$ cat src/rtl/simple_gmii_pktgen.sv
// GMII-style frame generator: optional preamble/SFD, incrementing payload,
// IEEE 802.3 CRC32 FCS and a programmable inter-packet gap.
module simple_gmii_pktgen #(
    parameter int unsigned len_sz = 16,
    parameter int unsigned cnt_sz = 16
) (
    input  logic              clk,
    input  logic              reset_n,
    input  logic              start,
    input  logic [len_sz-1:0] len,
    input  logic [7:0]        seed,
    input  logic              en_preamble,
    input  logic [7:0]        ipg_len,
    input  logic              err_en,
    input  logic [len_sz-1:0] err_idx,
    output logic [7:0]        gmii_data,
    output logic              gmii_dv,
    output logic              gmii_er,
    output logic              busy,
    output logic              done,
    output logic [cnt_sz-1:0] frame_cnt
);

    localparam int unsigned CW = (len_sz > 8) ? len_sz : 8;

    typedef enum logic [2:0] {S_IDLE, S_PRE, S_SFD, S_PAY, S_CRC, S_IPG} state_t;

    state_t            state_q, state_d;
    logic [CW-1:0]     cnt_q, cnt_d;
    logic [len_sz-1:0] len_q, err_idx_q;
    logic [7:0]        seed_q, ipg_q;
    logic              err_en_q;
    logic [31:0]       crc_q, crc_d;
    logic [7:0]        data_q, data_d;
    logic              dv_q, dv_d, er_q, er_d, busy_q, busy_d, done_q, done_d;
    logic [cnt_sz-1:0] fcnt_q, fcnt_d;

    logic              idle;
    logic [len_sz-1:0] len_e, err_idx_e;
    logic [7:0]        seed_e, pay_byte;
    logic              err_en_e;
    logic [CW-1:0]     ipg_last;
    logic [31:0]       fcs;

    function automatic logic [31:0] crc_byte(input logic [31:0] c_in, input logic [7:0] b);
        logic [31:0] c;
        c = c_in ^ {24'h0, b};
        for (int unsigned i = 0; i < 8; i++) begin
            c = c[0] ? ((c >> 1) ^ 32'hEDB88320) : (c >> 1);
        end
        return c;
    endfunction

    // The first byte is launched on the accepting edge, so in IDLE the live
    // inputs stand in for the configuration that is being latched.
    assign idle      = (state_q == S_IDLE);
    assign len_e     = idle ? len     : len_q;
    assign seed_e    = idle ? seed    : seed_q;
    assign err_en_e  = idle ? err_en  : err_en_q;
    assign err_idx_e = idle ? err_idx : err_idx_q;
    assign ipg_last  = (ipg_q == 8'h00) ? '0 : CW'(ipg_q) - CW'(1);
    assign fcs       = ~crc_q;

    always_comb begin
        state_d = state_q;
        cnt_d   = cnt_q;
        unique case (state_q)
            S_IDLE: begin
                if (start) begin
                    cnt_d = '0;
                    if (en_preamble)       state_d = S_PRE;
                    else if (len != '0)    state_d = S_PAY;
                    else                   state_d = S_CRC;
                end
            end
            S_PRE: begin
                if (cnt_q == CW'(6)) begin
                    state_d = S_SFD;
                    cnt_d   = '0;
                end else begin
                    cnt_d = cnt_q + CW'(1);
                end
            end
            S_SFD: begin
                state_d = (len_q != '0) ? S_PAY : S_CRC;
                cnt_d   = '0;
            end
            S_PAY: begin
                if (cnt_q == CW'(len_q) - CW'(1)) begin
                    state_d = S_CRC;
                    cnt_d   = '0;
                end else begin
                    cnt_d = cnt_q + CW'(1);
                end
            end
            S_CRC: begin
                if (cnt_q == CW'(3)) begin
                    state_d = S_IPG;
                    cnt_d   = '0;
                end else begin
                    cnt_d = cnt_q + CW'(1);
                end
            end
            S_IPG: begin
                if (cnt_q == ipg_last) begin
                    state_d = S_IDLE;
                    cnt_d   = '0;
                end else begin
                    cnt_d = cnt_q + CW'(1);
                end
            end
            default: begin
                state_d = S_IDLE;
                cnt_d   = '0;
            end
        endcase
    end

    // Outputs are computed for the state being entered so they leave the
    // flops aligned with it; the CRC register rests at all-ones outside PAY/CRC.
    assign pay_byte = seed_e + cnt_d[7:0];

    always_comb begin
        data_d = '0;
        dv_d   = 1'b0;
        er_d   = 1'b0;
        done_d = 1'b0;
        crc_d  = '1;
        unique case (state_d)
            S_PRE: begin
                data_d = 8'h55;
                dv_d   = 1'b1;
            end
            S_SFD: begin
                data_d = 8'hD5;
                dv_d   = 1'b1;
            end
            S_PAY: begin
                data_d = pay_byte;
                dv_d   = 1'b1;
                er_d   = err_en_e && (CW'(err_idx_e) == cnt_d);
                crc_d  = crc_byte(crc_q, pay_byte);
            end
            S_CRC: begin
                data_d = fcs[{cnt_d[1:0], 3'b000} +: 8];
                dv_d   = 1'b1;
                crc_d  = crc_q;
            end
            S_IPG: begin
                done_d = (cnt_d == ipg_last);
            end
            default: ;
        endcase
        busy_d = (state_d != S_IDLE);
        fcnt_d = fcnt_q + cnt_sz'(done_d);
    end

    always_ff @(posedge clk or negedge reset_n) begin
        if (!reset_n) begin
            state_q   <= S_IDLE;
            cnt_q     <= '0;
            len_q     <= '0;
            err_idx_q <= '0;
            seed_q    <= '0;
            ipg_q     <= '0;
            err_en_q  <= 1'b0;
            crc_q     <= '1;
            data_q    <= '0;
            dv_q      <= 1'b0;
            er_q      <= 1'b0;
            busy_q    <= 1'b0;
            done_q    <= 1'b0;
            fcnt_q    <= '0;
        end else begin
            state_q <= state_d;
            cnt_q   <= cnt_d;
            crc_q   <= crc_d;
            data_q  <= data_d;
            dv_q    <= dv_d;
            er_q    <= er_d;
            busy_q  <= busy_d;
            done_q  <= done_d;
            fcnt_q  <= fcnt_d;
            if (idle && start) begin
                len_q     <= len;
                err_idx_q <= err_idx;
                seed_q    <= seed;
                ipg_q     <= ipg_len;
                err_en_q  <= err_en;
            end
        end
    end

    assign gmii_data = data_q;
    assign gmii_dv   = dv_q;
    assign gmii_er   = er_q;
    assign busy      = busy_q;
    assign done      = done_q;
    assign frame_cnt = fcnt_q;

endmodule

$ cat config.mk
export PLATFORM = sky130hd
export DESIGN_NAME = simple_gmii_pktgen
export DESIGN_NICKNAME = d
export VERILOG_FILES = /design/src/rtl/simple_gmii_pktgen.sv
export SDC_FILE = /design/constraint.sdc
export NUM_CORES = 1
export LEC_CHECK = 0
export CAP_MARGIN = 40
export CELL_PAD_IN_SITES_DETAIL_PLACEMENT = 1
export CELL_PAD_IN_SITES_GLOBAL_PLACEMENT = 1
export CORE_AREA = 2 2 125 151
export DETAILED_ROUTE_END_ITERATION = 7
export DIE_AREA = 0 0 127 153
export HOLD_SLACK_MARGIN = 0.02
export PLACE_DENSITY_LB_ADDON = 0.1
export SYNTH_ARGS = -nofsm -noshare
export SYNTH_HDL_FRONTEND = slang
export SYNTH_SLANG_ARGS = --single-unit
$ cat constraint.sdc
create_clock -name clk -period 9.1 [get_ports clk]
set_input_delay 1.365 -clock clk [delete_from_list [all_inputs] [get_ports clk]]
set_output_delay 1.365 -clock clk [all_outputs]
set_load 0.05 [all_outputs]
# Word level (Yosys, flattened, before mapping)

Cells that the tools add are included.
Widths: inputs -> output; s select.

$add $sub $neg: 5
Equality and inequality tests: 16
Shift operators: 1
Muxes and demuxes: 32
Bitwise gates (word level): 10
Reductions and logical operators: 8

Operators by type and width:

| operator              | number |
|---|---|
| $mux 32               | 8 |
| $mux 16               | 7 |
| $not 13->14           | 8 |
| $pmux 16 s5           | 1 |
| $eq 16x16->1          | 4 |
| $pmux 32 s2           | 1 |
| $not 32->32           | 1 |
| $pmux 8 s4            | 1 |
| $reduce_bool 16->1    | 2 |
| $shiftx 32x6->8       | 1 |
| $xor 32x8->32         | 1 |
| $mux 3                | 8 |
| $pmux 3 s6            | 1 |
| $add 16x1->16         | 1 |
| $add 16x1->16 const B | 1 |
| $eq 16x2->1 const B   | 1 |
| $eq 16x3->1 const B   | 1 |
| $sub 16x1->16 const B | 1 |
| $eq 3x2->1 const B    | 4 |
| $eq 3x3->1 const B    | 4 |
| $sub 8x1->9 const B   | 1 |
| $add 8x8->8           | 1 |
| $logic_not 8->1       | 1 |
| $mux 8                | 1 |
| 6 further kinds       | 11 |

Flip-flop bits (word level): 128
Input bits: 53
Output and inout port bits: 28
Logic and storage cells: 86

# Logic depth before layout (Yosys ltp)

Gate-level depths: netlist of the first run.

Depth after elaboration: 24
Mapped depth: 28
Depth with buffers taken out: 26

# Worst setup path before layout of the first run

OpenSTA, ideal clock, no wires.

Kind: reg2reg
Start point: register ipg_q[5]
End point: register crc_q[18]
Library setup time: 73 ps
Data arrival time: 6037 ps
Required time: 9027 ps
Setup slack: 2990 ps
Cell stages (with the launch flop): 27
Path buffers: 3
Clock period less this slack: 6110 ps
Path through: dfrtp_1 -> buf_2 -> or4_1 -> nor4_2 -> mux2_2 -> nand4bb_1 -> or4_1 -> nand2_1 -> o21ai_4 -> o21ai_0 -> clkbuf_1 -> clkbuf_1 -> inv_1 -> ha_1 -> inv_1 -> fa_1 -> nor2b_1 -> o21ai_0 -> a21boi_0 -> o21a_1 -> nor2_1 -> xnor2_1 -> xor2_1 -> xnor2_1 -> xnor2_1 -> xnor2_1 -> a21oi_1

Word-level cells in the longest chain between the ends: 20
Elaborated cells between the ends (all ways): 26
Those cells by class: 2 x add/sub; 3 x eq/ne; 14 x mux; 6 x bitwise; 1 x reduce/logical

Ends and longest elaborated chain:

| what                                           | line | RTL |
|---|---|---|
| start, declared                                | 31   | `logic [7:0] seed_q, ipg_q;` |
| start signal, assigned                         | 188  | `ipg_q <= ipg_len;` |
| $sub 8x1->9 or $logic_not 8->1 (tied branches) | 61   | `assign ipg_last = (ipg_q == 8'h00) ? '0 : CW'(ipg_q) - CW'(1);` |
| $mux 16 *                                      | 61   |  |
| $eq 16x16->1 *                                 | 105  | `if (cnt_q == ipg_last) begin` |
| $mux 16 *                                      | 105  |  |
| $pmux 16 s5 *                                  | 67   | `unique case (state_q)` |
| net cnt_d[0]                                   | 29   | `logic [CW-1:0] cnt_q, cnt_d;` |
| $add 8x8->8 *                                  | 121  | `assign pay_byte = seed_e + cnt_d[7:0];` |
| $xor 32x8->32 *                                | 47   | `c = c_in ^ {24'h0, b};` |
| (+3 left out)                                  | -    |  |
| $mux 32 * (2 in a row)                         | 49   | `c = c[0] ? ((c >> 1) ^ 32'hEDB88320) : (c >> 1);` |
| $not 13->14 (no source line)                   | -    |  |
| $mux 32 *                                      | 49   |  |
| $not 13->14 (no source line)                   | -    |  |
| $mux 32 *                                      | 49   |  |
| $not 13->14 (no source line)                   | -    |  |
| $mux 32 * (2 in a row)                         | 49   |  |
| $pmux 32 s2 *                                  | 129  | `unique case (state_d)` |
| end signal, assigned                           | 177  | `crc_q <= crc_d;` |
| end, declared                                  | 33   | `logic [31:0] crc_q, crc_d;` |

Mark *: on every way through the listed nets, which the timed path passes. The rest lies on a longest branch.
A chain may end at the register's enable or synchronous reset.

# Worst setup path after layout of the first run

Start point: register ipg_q[3]
End point: register crc_q[20]

Word-level cells in the longest chain between the ends: 21
Elaborated cells between the ends (all ways): 27
Those cells by class: 2 x add/sub; 3 x eq/ne; 14 x mux; 7 x bitwise; 1 x reduce/logical

Ends and longest elaborated chain:

| what                                           | line |
|---|---|
| $sub 8x1->9 or $logic_not 8->1 (tied branches) | 61 |
| $mux 16 *                                      | 61 |
| $eq 16x16->1 *                                 | 105 |
| $mux 16                                        | 105 |
| $pmux 16 s5                                    | 67 |
| $add 8x8->8                                    | 121 |
| $xor 32x8->32                                  | 47 |
| $mux 32                                        | 49 |
| (+4 left out)                                  | - |
| $mux 32                                        | 49 |
| $not 13->14 (no source line)                   | - |
| $mux 32 (2 in a row)                           | 49 |
| $not 13->14 (no source line)                   | - |
| $mux 32                                        | 49 |
| $not 13->14 (no source line)                   | - |
| $mux 32                                        | 49 |
| $pmux 32 s2                                    | 129 |

Mark *: on every way between the ends. The rest lies on a longest branch, timed or not.

==> impl_metrics.prom, run 1 <==
# TYPE chip_impl_metric gauge
chip_impl_info{name="cts_tree",value="done"} 1
chip_impl_info{name="timing.rr.end",value="crc_q[20]$_DFFE_PN1N_"} 1
chip_impl_metric{name="post-route-util",unit="%"} 56.0
chip_impl_metric{name="finalWirelength",unit="mm"} 25.5
chip_impl_metric{name="worst-endpoint-required",unit="ns"} 9.45
chip_impl_info{name="endpoint_kind",value="register"} 1
chip_impl_metric{name="antenna_found_initial",unit=""} 0
chip_impl_metric{name="fin_crit_sh",unit="%"} 78.5
chip_impl_metric{name="clock_tree.htree_level_count",unit=""} 4
chip_impl_metric{name="synth-seq-area-share",unit="%"} 38.2
chip_impl_metric{name="seq_area",unit="um2"} 3240
chip_impl_info{name="min_path_type",value="reg -> reg"} 1
chip_impl_info{name="status",value="complete, no violations"} 1
chip_impl_metric{name="post_drt_wl_per_cell",unit="um"} 20.1
chip_impl_metric{name="vias_per_cell",unit=""} 5.71
chip_impl_metric{name="cts-buffers-inserted",unit=""} 17
chip_impl_metric{name="cap_violations",unit=""} 0
chip_impl_metric{name="boundaryPins",unit=""} 81
chip_impl_metric{name="dp.final_hpwl",unit="mm"} 18.6
chip_impl_metric{name="clock_insertion_delay_worst_skew",unit="ns"} 0.43
chip_impl_info{name="timing.hold.worst_endpoint",value="frame_cnt[15]$_DFF_PN0_"} 1
chip_impl_metric{name="synth_nets",unit=""} 1036
chip_impl_metric{name="fraction_of_layout_cells_with_a_size_suffix_above_1",unit="%"} 11.4
chip_impl_metric{name="tns",unit="ns"} 0
chip_impl_metric{name="drc",unit=""} 0
chip_impl_metric{name="dr_total_vias",unit=""} 7231
chip_impl_metric{name="ant_nets",unit=""} 0
chip_impl_metric{name="finalSetupViolCount",unit=""} 0
chip_impl_metric{name="synth_enable_flop_cells",unit=""} 0
chip_impl_metric{name="clock_sink_count",unit=""} 128
chip_impl_info{name="critPathSlowestCell",value="or4_1"} 1
chip_impl_metric{name="floorplan.die_area",unit="um2"} 19400
chip_impl_metric{name="post_cts_buffers",unit=""} 0
chip_impl_metric{name="timing.final.hold_violations",unit=""} 0
chip_impl_metric{name="groute.usage.overall",unit="%"} 27.3
chip_impl_metric{name="area_growth_syn_to_layout",unit="%"} 18.5
chip_impl_metric{name="nets",unit=""} 1097
chip_impl_info{name="timing.setup.critical_path_class",value="reg -> reg"} 1
chip_impl_metric{name="tightest_slew",unit="ns"} 0.948
chip_impl_info{name="r2r_start",value="ipg_q[3]$_DFFE_PN0P_"} 1
chip_impl_metric{name="synth_top_cell_area_share",unit="%"} 28.3
chip_impl_metric{name="netlist_area",unit="um2"} 8500
chip_impl_metric{name="post_cts.resized_instances",unit=""} 0
chip_impl_info{name="synthTopCellsByArea",value="dfrtp_1, dfstp_2, xnor2_1, nand2_1, xor2_1"} 1
chip_impl_metric{name="grt_start_max_net_pins",unit=""} 84
chip_impl_metric{name="globalRoute.totalOverflow",unit=""} 0
chip_impl_metric{name="fmax",unit="GHz"} 0.140
chip_impl_metric{name="timing.max_slew.rel_slack",unit="%"} 36.3
chip_impl_metric{name="cts_buffer_depth",unit=""} 2
chip_impl_metric{name="hold_bufs_at_cts",unit=""} 0
chip_impl_info{name="critPathMostFrequentCell",value="xor2_1"} 1
chip_impl_info{name="cp-start-kind",value="register"} 1
chip_impl_metric{name="fp.dieH",unit="um"} 153
chip_impl_metric{name="drv_slew",unit=""} 0
chip_impl_info{name="crit_path_cell_trace",value="or4_1, nor4_2, mux2_2, nand4bb_1, or4_1, nand2_1, o21a_1, o21ai_1, buf_4, inv_1, fa_1, nor2b_1, o21ai_0, a21boi_0, nor2_1, xor2_1, xor2_1, xnor2_1, xor2_1, nand2b_1, mux2i_1, nor2_1"} 1
chip_impl_metric{name="coreArea",unit="um2"} 18000
chip_impl_metric{name="initial_core_util",unit="%"} 47.3
chip_impl_metric{name="die_w",unit="um"} 127
chip_impl_info{name="synthDominantAreaCellType",value="dfrtp_1"} 1
chip_impl_info{name="grt_setup_unrepaired",value="no"} 1
chip_impl_metric{name="grt_first_pass_wirelength",unit="mm"} 41.9
chip_impl_metric{name="post_synth_cell_types",unit=""} 87
chip_impl_info{name="root_buffer",value="clkbuf_16"} 1
chip_impl_metric{name="synth_async_sr_flop_share",unit="%"} 100
chip_impl_metric{name="syn_avg_cell_area",unit="um2"} 8.78
chip_impl_metric{name="min_period",unit="ns"} 7.15
chip_impl_metric{name="critical_path_arrival",unit="ns"} 7.50
chip_impl_metric{name="netlist_instances",unit=""} 968
chip_impl_metric{name="n_antenna_cell",unit=""} 0
chip_impl_metric{name="multi_input_gate_area",unit="um2"} 4940
chip_impl_metric{name="clk_transition_reported_paths",unit="ns"} 0.07
chip_impl_metric{name="port-buffer-count",unit=""} 80
chip_impl_metric{name="first_iter_violations",unit=""} 350
chip_impl_metric{name="routability_driven_placement_congestion_ratio",unit=""} 0.904
chip_impl_metric{name="n_fill_cell",unit=""} 2055
chip_impl_metric{name="r2r.worst_path.cells",unit=""} 22
chip_impl_metric{name="regToRegSetupSlack",unit="ns"} 1.95
chip_impl_metric{name="grt_pass1_vias",unit=""} 7744
chip_impl_metric{name="rows",unit=""} 54
chip_impl_metric{name="cell_depth_of_the_worst_hold_path",unit=""} 1
chip_impl_info{name="top_reg_cell_synth",value="dfrtp_1"} 1
chip_impl_metric{name="critical_path.max_fanout",unit=""} 19
chip_impl_metric{name="yosys_register_bits",unit=""} 128
chip_impl_metric{name="holdWs",unit="ns"} 0.473
chip_impl_metric{name="drt_pass1_iterations",unit=""} 4
chip_impl_metric{name="finClkSkew",unit="ns"} 0.0142
chip_impl_metric{name="critPathMaxStageDelay",unit="ns"} 0.66
chip_impl_info{name="holdCritStartpoint",value="frame_cnt[15]$_DFF_PN0_"} 1
chip_impl_metric{name="ys.warnings.count",unit=""} 0
[metal layers]
| metal | vias up | global-route usage [%] | routed length [um] |
|---|---|---|---|
| li1 | 3463 | - | - |
| met5 | - | 0 | 0 |
| met1 | 3606 | 32.4 | 10200 |
| met2 | 125 | 50.2 | 13900 |
| met3 | 37 | 3.71 | 713 |
| met4 | 0 | 9.21 | 614 |
[cell usage in the layout (no fill, tap or decap), drive strengths merged, types with 9 or more instances in the layout]
cell,synthesis,layout
nand2,183,183
dfrtp,96,96
xnor2,88,88
clkdlybuf4s50,0,79
nor2,63,63
a21oi,55,55
xor2,49,49
o21ai,43,43
dfstp,32,32
inv,25,32
nand3,23,23
mux2i,21,21
nor4,19,19
clkbuf,27,17
or3,16,16
nor3,15,15
ha,14,14
buf,23,13
nand2b,12,12
a31oi,12,12
and3,12,12
nand4,12,12
and2,12,12
nor2b,11,11
a211oi,11,11
mux2,9,9
or4,9,9
[worst max-delay path, delay by kind of cell (launching register included)]
kind / cells / cell delay, ns
compound gates: 4 / 1.01
buf+inv: 2 / 0.70
flops: 1 / 0.52
simple gates: 9 / 2.38
fa+ha+maj: 1 / 0.31
mux: 2 / 0.56
xor+xnor: 4 / 1.58
[how the worst max path moves through the flow]
| stage | from | end | slack (ns) | depth (start not counted) |
|---|---|---|---|---|
| floorplan | ipg_q[5]$_DFFE_PN0P_ | crc_q[18]$_DFFE_PN1N_ | 2.99 | 26 |
| global placement | ipg_q[3]$_DFFE_PN0P_ | crc_q[28]$_DFFE_PN1N_ | 2.19 | 22 |
| detailed placement | ipg_q[3]$_DFFE_PN0P_ | crc_q[20]$_DFFE_PN1N_ | 1.98 | 22 |
| CTS | ipg_q[3]$_DFFE_PN0P_ | crc_q[23]$_DFFE_PN1N_ | 1.96 | 22 |
| global route | ipg_q[0]$_DFFE_PN0P_ | crc_q[20]$_DFFE_PN1N_ | 1.16 | 24 |
| finish | ipg_q[3]$_DFFE_PN0P_ | crc_q[20]$_DFFE_PN1N_ | 1.95 | 22 |
[registers in the layout, summed over array words and instances, names as in the netlist]
register,cells
err_en_q,1
cnt_q,16
len_q,16
gmii_dv,1
gmii_er,1
gmii_data,8
state_q,3
crc_q,32
ipg_q,8
done,1
frame_cnt,16
seed_q,8
busy,1
err_idx_q,16
[metrics by stage]
stage / worst slack [ns] / cell area [um2] / std cells
after floorplan: 2.99 / 8500 / 968
after global placement: 2.19 / 9430 / 1231
after detailed placement: 1.98 / 9450 / 1234
after CTS: 1.96 / 10100 / 1266
after global routing: 1.16 / 10100 / 1266
final: 1.95 / 10100 / 1266
[cell usage after synthesis (9+ instances only)]
cell type	n
a211oi_1	11
a21oi_1	54
a31oi_1	12
and2_1	12
and3_1	12
buf_1	9
buf_2	9
clkbuf_1	27
dfrtp_1	96
dfstp_2	32
ha_1	14
inv_1	25
mux2_2	9
mux2i_1	21
nand2_1	183
nand2b_1	12
nand3_1	23
nand4_1	12
nor2_1	62
nor2b_1	11
nor3_1	15
nor4_1	15
o21ai_0	39
or3_1	12
xnor2_1	85
xor2_1	49
[logic make-up (layout without fill, tap and decap cells)]
kind of cell / Yosys count / in the layout / synth area share [%]
AOI/OAI and AO/OA: 174 / 174 / 13.2
buffers and inverters: 75 / 149 / 3.75
and+or+nand+nor: 406 / 406 / 23.5
adders and majority gates: 15 / 15 / 2.30
xor gates and xnor gates: 140 / 140 / 15.4
muxes: 30 / 30 / 3.67
DFF: 128 / 128 / 38.2
[cell type report]
type                       count  share of cell area, %
timing repair buffer          92                   8.83
tap                          224                   2.78
multi-input combinational    765                   49.1
clock buffer                  17                   4.22
inverter                      25                  0.932
clock inverter                15                   1.93
sequential                   128                   32.2
Power of run 1 is not shown: default switching activity piles up to over one toggle a cycle in this logic, so the estimate is an artifact.
==> run 2, diff against run 1 <==
--- a/config.mk
+++ b/config.mk
@@ -8,9 +8,9 @@
 export CAP_MARGIN = 40
 export CELL_PAD_IN_SITES_DETAIL_PLACEMENT = 1
 export CELL_PAD_IN_SITES_GLOBAL_PLACEMENT = 1
-export CORE_AREA = 2 2 125 151
+export CORE_AREA = 2 2 137 165
 export DETAILED_ROUTE_END_ITERATION = 7
-export DIE_AREA = 0 0 127 153
+export DIE_AREA = 0 0 139 167
 export HOLD_SLACK_MARGIN = 0.02
 export PLACE_DENSITY_LB_ADDON = 0.1
 export SYNTH_ARGS = -nofsm -noshare
==> constraint.sdc (replaced) <==
create_clock -name clk -period 6.4 [get_ports clk]
set_input_delay 0.96 -clock clk [delete_from_list [all_inputs] [get_ports clk]]
set_output_delay 0.96 -clock clk [all_outputs]
set_load 0.05 [all_outputs]
==> run 2 against run 1 <==
  * Sequential share of layout area down 0.80 points
  * Hold slack got worse by 0.0033 ns
  * Register-to-register slack got worse by 1.6 ns
  * Non-clock buffer count rose by 25
  * Critical endpoint is now crc_q[21]$_DFFE_PN1N_
  * Global-route usage is 4.0 points lower
  * Fmax up 19%
  * First-iteration DRC count down 13%
  * Clock skew is 0.0020 ns lower
  * Worst setup slack worse by 1.6 ns
  * Cell count up 5.9%
  * Core utilization down 8.1 points
==> impl_metrics.prom, run 2 (same netlist as run 1, synthesis figures left out) <==
# TYPE chip_impl_metric gauge
chip_impl_metric{name="worst-endpoint-required",unit="ns"} 6.74
chip_impl_metric{name="seq_area",unit="um2"} 3240
chip_impl_info{name="root_buffer",value="clkbuf_16"} 1
chip_impl_metric{name="largest_register_ff_count",unit=""} 32
chip_impl_info{name="cts_tree",value="done"} 1
chip_impl_metric{name="coreArea",unit="um2"} 21600
chip_impl_metric{name="timing.max_slew.rel_slack",unit="%"} 41.8
chip_impl_metric{name="critical_path.max_fanout",unit=""} 6
chip_impl_metric{name="boundaryPins",unit=""} 81
chip_impl_metric{name="drv_slew",unit=""} 0
chip_impl_metric{name="dp.final_hpwl",unit="mm"} 19.5
chip_impl_metric{name="hold_bufs_at_cts",unit=""} 0
chip_impl_metric{name="final_area",unit="um2"} 10300
chip_impl_metric{name="finish.cell_count_without_fillers",unit=""} 1341
chip_impl_metric{name="clock_tree.htree_level_count",unit=""} 4
chip_impl_metric{name="nets",unit=""} 1122
chip_impl_metric{name="finalSetupViolCount",unit=""} 0
chip_impl_metric{name="r2r.worst_path.cells",unit=""} 21
chip_impl_metric{name="grt_first_pass_wirelength",unit="mm"} 42.6
chip_impl_metric{name="vias_per_cell",unit=""} 5.46
chip_impl_info{name="status",value="complete, no violations"} 1
chip_impl_metric{name="timing.final.hold_violations",unit=""} 0
chip_impl_info{name="holdCritStartpoint",value="frame_cnt[15]$_DFF_PN0_"} 1
chip_impl_info{name="crit_path_cell_trace",value="inv_1, ha_1, nand2b_1, or4_4, nand3_1, nand4bb_1, or4_1, nand2_1, o21a_1, o21ai_0, a22o_2, ha_1, a21oi_1, o21ai_0, a21oi_1, o21ai_0, xnor2_1, xor3_4, xnor3_2, xnor2_1, a21oi_1"} 1
chip_impl_info{name="endpoint_kind",value="register"} 1
chip_impl_metric{name="drc",unit=""} 0
chip_impl_info{name="timing.critical_path.max_delay_family",value="simple AND/OR/NAND/NOR gates"} 1
chip_impl_metric{name="critical_path_arrival",unit="ns"} 6.34
chip_impl_metric{name="area_growth_syn_to_layout",unit="%"} 21.5
chip_impl_metric{name="fraction_of_layout_cells_with_a_size_suffix_above_1",unit="%"} 14.0
chip_impl_metric{name="tightest_slew",unit="ns"} 0.864
chip_impl_metric{name="routability_driven_placement_congestion_ratio",unit=""} 0.856
chip_impl_metric{name="min_period",unit="ns"} 6.00
chip_impl_metric{name="groute.usage.overall",unit="%"} 23.3
chip_impl_metric{name="cts_buffer_depth",unit=""} 2
chip_impl_metric{name="fp.dieH",unit="um"} 167
chip_impl_metric{name="n_fill_cell",unit=""} 2542
chip_impl_metric{name="antenna_found_initial",unit=""} 0
chip_impl_metric{name="rows",unit=""} 59
chip_impl_info{name="timing.rr.end",value="crc_q[21]$_DFFE_PN1N_"} 1
chip_impl_metric{name="globalRoute.totalOverflow",unit=""} 0
chip_impl_metric{name="numPlacedInstances",unit=""} 1308
chip_impl_metric{name="fin_crit_sh",unit="%"} 93.8
chip_impl_info{name="final_cell_mix",value="nand2_1, dfrtp_1, xnor2_1"} 1
chip_impl_metric{name="post_drt_wl_per_cell",unit="um"} 19.8
chip_impl_metric{name="drt_pass1_iterations",unit=""} 5
chip_impl_metric{name="multi_input_gate_area",unit="um2"} 4980
chip_impl_info{name="critPathSlowestCell",value="or4_4"} 1
chip_impl_metric{name="grt_start_max_net_pins",unit=""} 84
chip_impl_metric{name="grt_pass1_vias",unit=""} 7742
chip_impl_metric{name="regToRegSetupSlack",unit="ns"} 0.40
chip_impl_metric{name="cell_depth_of_the_worst_hold_path",unit=""} 1
chip_impl_metric{name="critPathMaxStageDelay",unit="ns"} 0.57
chip_impl_info{name="timing.hold.worst_endpoint",value="frame_cnt[15]$_DFF_PN0_"} 1
chip_impl_metric{name="cap_violations",unit=""} 0
chip_impl_info{name="leading_cell_type_in_the_layout_fill_and_taps_excluded",value="nand2_1"} 1
chip_impl_metric{name="cts-buffers-inserted",unit=""} 17
chip_impl_metric{name="clock_insertion_delay_worst_skew",unit="ns"} 0.43
chip_impl_metric{name="fmax",unit="GHz"} 0.167
chip_impl_metric{name="floorplan.die_area",unit="um2"} 23200
chip_impl_metric{name="detailed_place.area",unit="um2"} 9700
chip_impl_metric{name="clk_transition_reported_paths",unit="ns"} 0.07
chip_impl_metric{name="dr_total_vias",unit=""} 7321
chip_impl_info{name="largest_register",value="crc_q"} 1
chip_impl_metric{name="first_iter_violations",unit=""} 303
chip_impl_info{name="r2r_start",value="ipg_q[0]$_DFFE_PN0P_"} 1
chip_impl_metric{name="clock_sink_count",unit=""} 128
chip_impl_info{name="min_path_type",value="reg -> reg"} 1
chip_impl_info{name="cp-start-kind",value="register"} 1
chip_impl_metric{name="die_w",unit="um"} 139
chip_impl_info{name="timing.setup.critical_path_class",value="reg -> reg"} 1
chip_impl_metric{name="finClkSkew",unit="ns"} 0.0123
chip_impl_metric{name="ant_nets",unit=""} 0
chip_impl_metric{name="n_antenna_cell",unit=""} 0
chip_impl_metric{name="finalWirelength",unit="mm"} 26.5
chip_impl_metric{name="initial_core_util",unit="%"} 39.4
chip_impl_metric{name="timing.critical_path.buf_inv",unit=""} 1
chip_impl_metric{name="port-buffer-count",unit=""} 80
run 2: cell count changes in the layout (fill, tap and decap cells not counted), moves of 2 or more:
cell / delta
buf_4: +23
bufinv_16: -2
xnor2_1: -2
xnor2_2: +2
run 2: area by class of cell:
cell class	count	area share [%]
flip-flops and latches	128	31.4
repair buffers	117	10.5
multi-input cells	765	48.3
clock buffers	18	4.16
well taps	274	3.32
clock inverters	14	1.39
inverters	25	0.909
run 2: repair_timing:
action                                  4_1_cts  5_1_grt
resized for setup                             0        8
buffers inserted                              0        1
endpoints found under the setup margin        0       18
run 2: worst max path at each step:
stage	depth (start not counted)	start	to	slack [ns]
3_3_place_gp	23	ipg_q[0]$_DFFE_PN0P_	crc_q[28]$_DFFE_PN1N_	0.26
6_report	21	ipg_q[0]$_DFFE_PN0P_	crc_q[21]$_DFFE_PN1N_	0.40
4_1_cts	25	ipg_q[0]$_DFFE_PN0P_	crc_q[19]$_DFFE_PN1N_	0.14
3_5_place_dp	21	ipg_q[0]$_DFFE_PN0P_	crc_q[21]$_DFFE_PN1N_	0.17
2_1_floorplan	26	ipg_q[5]$_DFFE_PN0P_	crc_q[18]$_DFFE_PN1N_	0.29
5_1_grt	25	ipg_q[0]$_DFFE_PN0P_	crc_q[19]$_DFFE_PN1N_	-0.001
run 2: per-layer routing:
metal	track usage (%)	vias to the layer above	part of all wire [%]	wire, um
met5	0	-	0	0
met4	7.16	0	2.2	571
met3	3.28	30	2.2	587
met2	44.4	103	55	14500
met1	26.8	3674	41	10900
li1	-	3514	-	-
run 2: worst register-to-register path, cell delays in order (launching register included):
cell       delay (ns)
dfrtp_1          0.42
inv_1            0.20
ha_1             0.29
nand2b_1         0.19
or4_4            0.57
nand3_1          0.13
nand4bb_1        0.11
or4_1            0.56
nand2_1          0.16
o21a_1           0.23
o21ai_0          0.10
a22o_2           0.34
ha_1             0.35
a21oi_1          0.22
o21ai_0          0.11
a21oi_1          0.23
o21ai_0          0.17
xnor2_1          0.31
xor3_4           0.50
xnor3_2          0.46
xnor2_1          0.19
a21oi_1          0.09
run 2: metrics by stage:
stage / util, % / hold WS [ns] / setup slack [ns] / setup TNS, ns
final: 47.9 / 0.470 / 0.397 / 0
after global routing: 47.9 / 0.500 / -0.00149 / -0.00149
after CTS: 47.7 / 0.476 / 0.138 / 0
after detailed placement: 45.0 / 0.460 / 0.171 / 0
after global placement: 44.9 / 0.454 / 0.264 / 0
after floorplan: - / 0.442 / 0.290 / 0
Power of run 2 is left out for the same reason.
==> run 3, diff against run 2 <==
--- a/config.mk
+++ b/config.mk
@@ -8,9 +8,9 @@
 export CAP_MARGIN = 40
 export CELL_PAD_IN_SITES_DETAIL_PLACEMENT = 1
 export CELL_PAD_IN_SITES_GLOBAL_PLACEMENT = 1
-export CORE_AREA = 2 2 137 165
+export CORE_AREA = 2 2 166 136
 export DETAILED_ROUTE_END_ITERATION = 7
-export DIE_AREA = 0 0 139 167
+export DIE_AREA = 0 0 168 138
 export HOLD_SLACK_MARGIN = 0.02
 export PLACE_DENSITY_LB_ADDON = 0.1
 export SYNTH_ARGS = -nofsm -noshare
==> run 3 against run 2 <==
  * Final area up 1.0%
  * Critical path type unchanged
  * Critical path depth up 1
  * First-iteration DRC count up 60%
  * Cell count up 1.0%
==> impl_metrics.prom, run 3 (same netlist as run 1, synthesis figures left out) <==
# TYPE chip_impl_metric gauge
chip_impl_info{name="status",value="complete, no violations"} 1
chip_impl_metric{name="port-buffer-count",unit=""} 80
chip_impl_metric{name="fmax",unit="GHz"} 0.165
chip_impl_metric{name="clock_sink_count",unit=""} 128
chip_impl_metric{name="finClkSkew",unit="ns"} 0.0137
chip_impl_metric{name="drv_slew",unit=""} 0
chip_impl_metric{name="grt_start_max_net_pins",unit=""} 75
chip_impl_metric{name="initial_core_util",unit="%"} 39.1
chip_impl_metric{name="cts-buffers-inserted",unit=""} 17
chip_impl_metric{name="timing.max_slew.rel_slack",unit="%"} 51.3
chip_impl_metric{name="nets",unit=""} 1130
chip_impl_metric{name="die_w",unit="um"} 168
chip_impl_metric{name="rows",unit=""} 49
chip_impl_metric{name="clock_tree.htree_level_count",unit=""} 4
chip_impl_info{name="largest_register",value="crc_q"} 1
chip_impl_metric{name="cap_violations",unit=""} 0
chip_impl_metric{name="finalSetupViolCount",unit=""} 0
chip_impl_info{name="cp-start-kind",value="register"} 1
chip_impl_metric{name="vias_per_cell",unit=""} 5.46
chip_impl_info{name="cts_tree",value="done"} 1
chip_impl_info{name="timing.setup.critical_path_class",value="reg -> reg"} 1
chip_impl_info{name="leading_cell_type_in_the_layout_fill_and_taps_excluded",value="nand2_1"} 1
chip_impl_metric{name="drt_pass1_iterations",unit=""} 5
chip_impl_metric{name="ant_nets",unit=""} 0
chip_impl_metric{name="cts_buffer_depth",unit=""} 2
chip_impl_metric{name="groute.usage.overall",unit="%"} 23.9
chip_impl_info{name="critPathSlowestCell",value="xor3_4"} 1
chip_impl_metric{name="worst-endpoint-required",unit="ns"} 6.76
chip_impl_metric{name="multi_input_gate_area",unit="um2"} 5010
chip_impl_info{name="endpoint_kind",value="register"} 1
chip_impl_metric{name="hold_bufs_at_cts",unit=""} 0
chip_impl_metric{name="n_fill_cell",unit=""} 2507
chip_impl_metric{name="timing.critical_path.buf_inv",unit=""} 3
chip_impl_metric{name="fp.dieH",unit="um"} 138
chip_impl_metric{name="seq_area",unit="um2"} 3240
chip_impl_metric{name="grt_pass1_vias",unit=""} 7638
chip_impl_metric{name="finalWirelength",unit="mm"} 26.5
chip_impl_info{name="critPathMostFrequentCell",value="buf_4"} 1
chip_impl_metric{name="post_drt_wl_per_cell",unit="um"} 19.6
chip_impl_metric{name="critical_path.max_fanout",unit=""} 7
chip_impl_metric{name="pre_cts_slack",unit="ns"} 0.0342
chip_impl_info{name="root_buffer",value="clkbuf_16"} 1
chip_impl_info{name="min_path_type",value="reg -> reg"} 1
chip_impl_info{name="final_cell_mix",value="nand2_1, dfrtp_1, xnor2_1"} 1
chip_impl_metric{name="drc",unit=""} 0
chip_impl_metric{name="clk_transition_reported_paths",unit="ns"} 0.07
chip_impl_metric{name="numPlacedInstances",unit=""} 1319
chip_impl_metric{name="n_antenna_cell",unit=""} 0
chip_impl_metric{name="coreArea",unit="um2"} 21800
chip_impl_metric{name="dr_total_vias",unit=""} 7402
chip_impl_metric{name="tightest_slew",unit="ns"} 0.730
chip_impl_metric{name="floorplan.die_area",unit="um2"} 23200
chip_impl_metric{name="globalRoute.totalOverflow",unit=""} 0
chip_impl_metric{name="critPathMaxStageDelay",unit="ns"} 0.61
chip_impl_metric{name="clock_insertion_delay_worst_skew",unit="ns"} 0.44
chip_impl_metric{name="finish.cell_count_without_fillers",unit=""} 1355
chip_impl_metric{name="dp.final_hpwl",unit="mm"} 19.2
chip_impl_info{name="crit_path_cell_trace",value="or4_4, nor4_4, mux2_2, nand4bb_1, or4_1, nand2_1, o21a_1, buf_4, o21ai_1, buf_4, ha_1, a21o_1, a21oi_1, o21ai_0, a21oi_2, o21ai_0, xnor2_1, xor3_4, buf_4, xnor2_4, mux2i_1, nor2_1"} 1
chip_impl_metric{name="first_iter_violations",unit=""} 484
chip_impl_metric{name="area_growth_syn_to_layout",unit="%"} 22.7
chip_impl_metric{name="min_period",unit="ns"} 6.05
chip_impl_metric{name="antenna_found_initial",unit=""} 0
chip_impl_metric{name="critical_path_arrival",unit="ns"} 6.41
chip_impl_metric{name="timing.final.hold_violations",unit=""} 0
chip_impl_metric{name="grt_first_pass_wirelength",unit="mm"} 43.1
chip_impl_metric{name="routability_driven_placement_congestion_ratio",unit=""} 0.853
chip_impl_metric{name="post-route-util",unit="%"} 47.9
chip_impl_metric{name="timing.final.ws_setup",unit="ns"} 0.352
chip_impl_metric{name="fin_crit_sh",unit="%"} 94.5
chip_impl_metric{name="fraction_of_layout_cells_with_a_size_suffix_above_1",unit="%"} 15.0
chip_impl_metric{name="boundaryPins",unit=""} 81
chip_impl_info{name="timing.critical_path.max_delay_family",value="simple AND/OR/NAND/NOR gates"} 1
chip_impl_metric{name="largest_register_ff_count",unit=""} 32
## run 3: cell types whose count changed in the layout (fill, tap and decap cells not counted), sizes merged
cell	before	now
bufinv	1	2
clkbuf	18	17
buf	38	46
## run 3: repair_timing
action | in CTS | in global routing
endpoints found under the setup margin | 6 | 26
pin swaps | 0 | 5
gates resized for setup | 1 | 11
setup buffers | 0 | 4
## run 3: per-layer routing
| layer | vias up | part of all wire [%] | track usage, % |
|---|---|---|---|
| li1 | 3531 | - | - |
| met1 | 3679 | 52 | 36.9 |
| met2 | 173 | 42 | 34.1 |
| met3 | 19 | 5.1 | 4.35 |
| met4 | 0 | 1.0 | 6.00 |
| met5 | - | 0 | 0 |
## run 3: metrics by stage
| stage | setup TNS (ns) | hold slack [ns] | instance area, um2 |
|---|---|---|---|
| after floorplan | 0 | 0.442 | 8500 |
| after global placement | 0 | 0.455 | 9740 |
| after detailed placement | 0 | 0.464 | 9740 |
| after CTS | 0 | 0.479 | 10300 |
| after global routing | -0.00847 | 0.511 | 10400 |
| final | 0 | 0.475 | 10400 |
## run 3: area by class of cell
type | count | area share, %
multi-input cells | 765 | 48.0
well taps | 280 | 3.36
flip-flops and latches | 128 | 31.1
inverters | 25 | 0.900
repair buffers | 125 | 10.9
clock inverters | 15 | 1.63
clock buffers | 17 | 4.08
## run 3: worst paths after layout
| path | start | endpoint | slack, ns | depth (start not counted) |
|---|---|---|---|---|
| worst max-delay path | ipg_q[6]$_DFFE_PN0P_ | crc_q[23]$_DFFE_PN1N_ | 0.35 | 22 |
| worst min-delay path | seed_q[2]$_DFFE_PN0P_ | seed_q[2]$_DFFE_PN0P_ | 0.47 | 2 |
| worst max register to register | ipg_q[6]$_DFFE_PN0P_ | crc_q[23]$_DFFE_PN1N_ | 0.35 | 22 |
| worst min register to register | seed_q[2]$_DFFE_PN0P_ | seed_q[2]$_DFFE_PN0P_ | 0.47 | 2 |
| max in group asynchronous | reset_n | cnt_q[2]$_DFF_PN0_ | 4.63 | 2 |
| min in group asynchronous | reset_n | frame_cnt[8]$_DFF_PN0_ | 0.54 | 1 |
## run 3: tightest hold or removal path, stage by stage (launching register included)
cell and delay [ns]:
dfrtp_1 0.34, nand2_1 0.05, nand2_1 0.06
Power of run 3 is left out for the same reason.
==> edit 1: new RTL, flow settings as in run 1 <==
Re-encode `state_t` (6 states) as Gray code, 3 bits wide.
--- a/src/rtl/simple_gmii_pktgen.sv
+++ b/src/rtl/simple_gmii_pktgen.sv
@@ -24,5 +24,5 @@
     localparam int unsigned CW = (len_sz > 8) ? len_sz : 8;
 
-    typedef enum logic [2:0] {S_IDLE, S_PRE, S_SFD, S_PAY, S_CRC, S_IPG} state_t;
+    typedef enum logic [2:0] {S_IDLE = 3'b000, S_PRE = 3'b001, S_SFD = 3'b011, S_PAY = 3'b010, S_CRC = 3'b110, S_IPG = 3'b111} state_t;
 
     state_t            state_q, state_d;
Behaviour: no difference found for any inputs over 4 cycles, from zero or initial values and one cycle with reset_n low; so few cycles prove little.
==> edit 1 against run 1 <==
  * Area after synthesis down 0.72%
  * Count of clock-buffer cells in the layout up 1
  * First-iteration DRC count down 16%
  * Critical endpoint is now crc_q[18]
  * Design area down 0.85%
  * Worst setup slack worse by 230 ps
  * Fmax down 3.1%
  * Via count down 4.6%
  * Utilization down 0.47 points
  * Sequential cell count unchanged
  * Wire length down 4.2%
Power is left out: it rests on default switching activity, and per cell area and clock period it moved more than threefold.
==> edit 1: results (changes against run 1) <==
Detailed routing
  • Detailed Routing Iterations Pass 1: 5 (was 4)
  • Met2 wire length: 12.8 mm (was 13.9 mm)
  • Routed wl met3: 679 um (was 713 um)
  • Routed metal-1 wire length: 10.3 mm (was 10.2 mm)
  • Vias per cell: 5.89 (was 5.71)
  • Initial drt markers: 294 (was 350)
  • Routed WL per cell: 20.8 um (was 20.1 um)

Setup path
  • Worst path top cell family by delay: compound AO/OA/AOI/OAI gates (was simple AND/OR/NAND/NOR gates)
  • CP peak stage delay: 610 ps (was 660 ps)
  • R2r setup slk: 1720 ps (was 1950 ps)
  • Launch point of the worst reg-to-reg path: len_q[2] (was ipg_q[3])
  • Reg2Reg Depth: 24 (was 22)
  • Reg-to-reg endpoint: crc_q[18] (was crc_q[20])
  • Crit path arrival time: 7720 ps (was 7500 ps)
  • Crit path from: len_q[2] (was ipg_q[3])

Global route
  • Largest net degree at the start of global routing: 75 (was 84)
  • Met3 Resource Use GR: 0.0424 (was 0.0371)
  • Met2 Use GR: 0.465 (was 0.502)
  • Global Route met1 Usage: 0.314 (was 0.324)
  • Vias in the first global route: 7582 (was 7744)
  • First-pass GRT wire length: 40.0 mm (was 41.9 mm)
  • Total global-route track usage: 0.258 (was 0.273)

Synth
  • XOR/XNOR Fraction of Synth Area: 0.151 (was 0.154)
  • Post-synth cell types: 71 (was 87)
  • Synth Area in Compound Gates: 0.133 (was 0.132)
  • Post-synthesis adder-cell area fraction: 0.0231 (was 0.0230)
  • Top cells by area, synth: dfrtp_1, xnor2_1, dfstp_2 (was dfrtp_1, dfstp_2, xnor2_1)
  • Top cells by count, synth: xnor2_1, dfrtp_1, nand2_1 (was nand2_1, dfrtp_1, xnor2_1)
  • Register area share after synthesis: 0.384 (was 0.382)
  • Post-Syn Nets: 943 (was 1036)

Final layout
  • Nets: 1003 (was 1097)
  • Fillers: 2023 (was 2055)
  • Share of cells above drive strength 1: 0.161 (was 0.114)

Placed design
  • Routability cong.: 0.856 (was 0.904)

STA
  • Worst-margin pin slew: 946 ps (was 948 ps)
  • Setup Skew: 11.4 ps (was 14.2 ps)

Clocking
  • Clock Latency Late Sink: 430 ps (about the same)
  • # Post-CTS Setup Buffers: 0 (unchanged)

Run status
  • Status: finished clean (unchanged)

Worst hold path
  • Worst hold start: frame_cnt[15] (unchanged)
edit 1: how the worst max path moves through the flow:
stage | to | slack (ps) | depth (start not counted)
after CTS | crc_q[18] | 1730 | 24
after detailed placement | crc_q[18] | 1850 | 24
final | crc_q[18] | 1720 | 24
after global placement | crc_q[18] | 2090 | 24
after floorplan | crc_q[18] | 2930 | 26
after global routing | crc_q[23] | 1210 | 24
edit 1: metrics by stage:
stage               std cells  cell area [sq um]   util  hold slack, ps  setup slack (ps)
finish                   1172               9980  0.556             484              1720
global route             1172               9980  0.556             517              1210
CTS                      1172               9980  0.556             494              1730
detailed placement       1140               9430  0.524             486              1850
global placement         1137               9390  0.522             461              2090
floorplan                 875               8440      -             477              2930
edit 1: area by class of cell:
| type | instances | share of cell area |
|---|---|---|
| clock inverter | 14 | 0.0120 |
| tap | 224 | 0.0281 |
| clock buffer | 18 | 0.0440 |
| timing repair buffer | 93 | 0.0910 |
| inverter | 25 | 0.00940 |
| multi-input combinational | 670 | 0.491 |
| sequential | 128 | 0.325 |
==> edit 2: new RTL, flow settings as in run 1 <==
Without the edit above. The parameter `cnt_sz` goes from 16 to 8.
--- a/src/rtl/simple_gmii_pktgen.sv
+++ b/src/rtl/simple_gmii_pktgen.sv
@@ -3,5 +3,5 @@
 module simple_gmii_pktgen #(
     parameter int unsigned len_sz = 16,
-    parameter int unsigned cnt_sz = 16
+    parameter int unsigned cnt_sz = 8
 ) (
     input  logic              clk,
Ports: changed (resized frame_cnt); port bits go from 81 to 73. The function was not compared with the original's and may differ.
==> edit 2 against run 1 <==
  * Wire length increased by 1.5%
  * Largest cell class unchanged
  * First-iteration DRC count decreased by 13%
  * Area after synthesis shrank 4.4%
  * Highest routed layer unchanged
  * Design area fell by 4.1%
  * Sequential cell count shrank 8
  * Clock skew down 4.0 ps
  * Utilization fell by 2.3 points
  * Worst setup slack gained 82 ps
Power is not shown: default switching activity piles up to over one toggle a cycle in this logic, so the estimate is an artifact.
==> edit 2: results (changes against run 1) <==
Clocking
  • Htree depth: 4 (unchanged)
  • # Post-CTS Setup Buffers: 0 (unchanged)
  • Root buffer cell: clkbuf_16 (unchanged)
  • Total CTS buffers: 17 (unchanged)

Global route
  • Vias in the first global route: 7629 (was 7744)
  • First-pass GRT wire length: 42.4 mm (was 41.9 mm)
  • Largest net degree at the start of global routing: 54 (was 84)
  • Total global-route track usage: 0.279 (was 0.273)

Setup path
  • Crit path max fanout: 11 (was 19)
  • CP peak stage delay: 530 ps (was 660 ps)
  • Crit path from: ipg_q[0] (was ipg_q[3])
  • CP max stage cell: nor3b_1 (was or4_1)
  • Crit path arrival time: 7420 ps (was 7500 ps)

Synth
  • Top cells by area, synth: dfrtp_1, dfstp_2, nand2_1 (was dfrtp_1, dfstp_2, xnor2_1)
  • Post-synth cell types: 80 (was 87)
  • Ys async rst share: 1.00 (unchanged)
  • Top cells by count, synth: nand2_1, dfrtp_1, xnor2_1 (unchanged)
  • Register area share after synthesis: 0.374 (was 0.382)
  • Count leader, synth: nand2_1 (unchanged)
  • Post-Syn Nets: 961 (was 1036)
  • Synth warnings: 0 (unchanged)

Detailed routing
  • Vias per cell: 5.79 (was 5.71)
  • Initial drt markers: 305 (was 350)
  • Routed Wire Length: 25.9 mm (was 25.5 mm)
  • Detailed Routing Iterations Pass 1: 5 (was 4)

Placed design
  • Routability cong.: 0.934 (was 0.904)
  • Dpl hpwl: 18.8 mm (was 18.6 mm)
  • IO Port Bufs: 72 (was 80)

Final layout
  • Largest Register: crc_q (unchanged)
  • Max reg flops: 32 (unchanged)
  • Share of cells above drive strength 1: 0.129 (was 0.114)
  • Nets: 1024 (was 1097)
  • Fillers: 2060 (was 2055)

STA
  • Setup Skew: 10.2 ps (was 14.2 ps)
  • Worst slew margin: 0.471 (was 0.363)
  • Final Hold Viols: 0 (unchanged)

Run status
  • Status: finished clean (unchanged)

Worst hold path
  • Worst hold start: err_idx_q[1] (was frame_cnt[15])
## edit 2: per-layer routing
| layer | vias to the layer above | routed length, um | global-route usage |
|---|---|---|---|
| met3 | 45 | 769 | 0.0448 |
| li1 | 3250 | - | - |
| met1 | 3460 | 10800 | 0.345 |
| met4 | 0 | 801 | 0.101 |
| met5 | - | 0 | 0 |
| met2 | 158 | 13400 | 0.492 |
## edit 2: per-stage QoR
step	instances	instance area, sq um	setup slack, ps
after CTS	1193	9660	2050
after floorplan	893	8130	2690
after detailed placement	1161	9100	2130
final	1193	9660	2030
after global placement	1158	9040	2420
after global routing	1193	9660	1340
## edit 2: logic make-up (layout without fill, tap and decap cells)
group	count (synthesis)	after routing	synth area share
buffers and inverters	62	138	0.0310
flip-flops	120	120	0.374
AO/OA/AOI/OAI	159	159	0.132
AND/OR/NAND/NOR	358	358	0.204
multiplexers	39	39	0.0616
XOR/XNOR	140	140	0.173
adder cells (fa/ha/maj)	15	15	0.0240
## edit 2: path summary, 6_finish.rpt
kind	to	slack, ps	cells after the start
worst min-delay path	err_idx_q[1]	470	2
worst min register to register	err_idx_q[1]	470	2
max in group asynchronous	cnt_q[0]	7110	2
min in group asynchronous	frame_cnt[7]	890	1
worst max register to register	crc_q[19]	2030	26
worst max-delay path	crc_q[19]	2030	26
## edit 2: cell type report
type,instances,area (sq um),share of cell area
Clock inverter,13,108,0.0111
Timing Repair Buffer,88,871,0.0901
Clock buffer,19,454,0.0470
Tap cell,224,280,0.0290
Inverter,18,67.6,0.00699
Multi-Input combinational cell,711,4840,0.501
Sequential cell,120,3040,0.315
## edit 2: critical path, delay by kind of cell (launching register included)
family	cells	cell delay [ps]
adders and majority gates	3	900
and+or+nand+nor	4	1240
DFF	1	450
xor gates and xnor gates	8	2360
buffers and inverters	3	510
AOI/OAI and AO/OA	8	1520
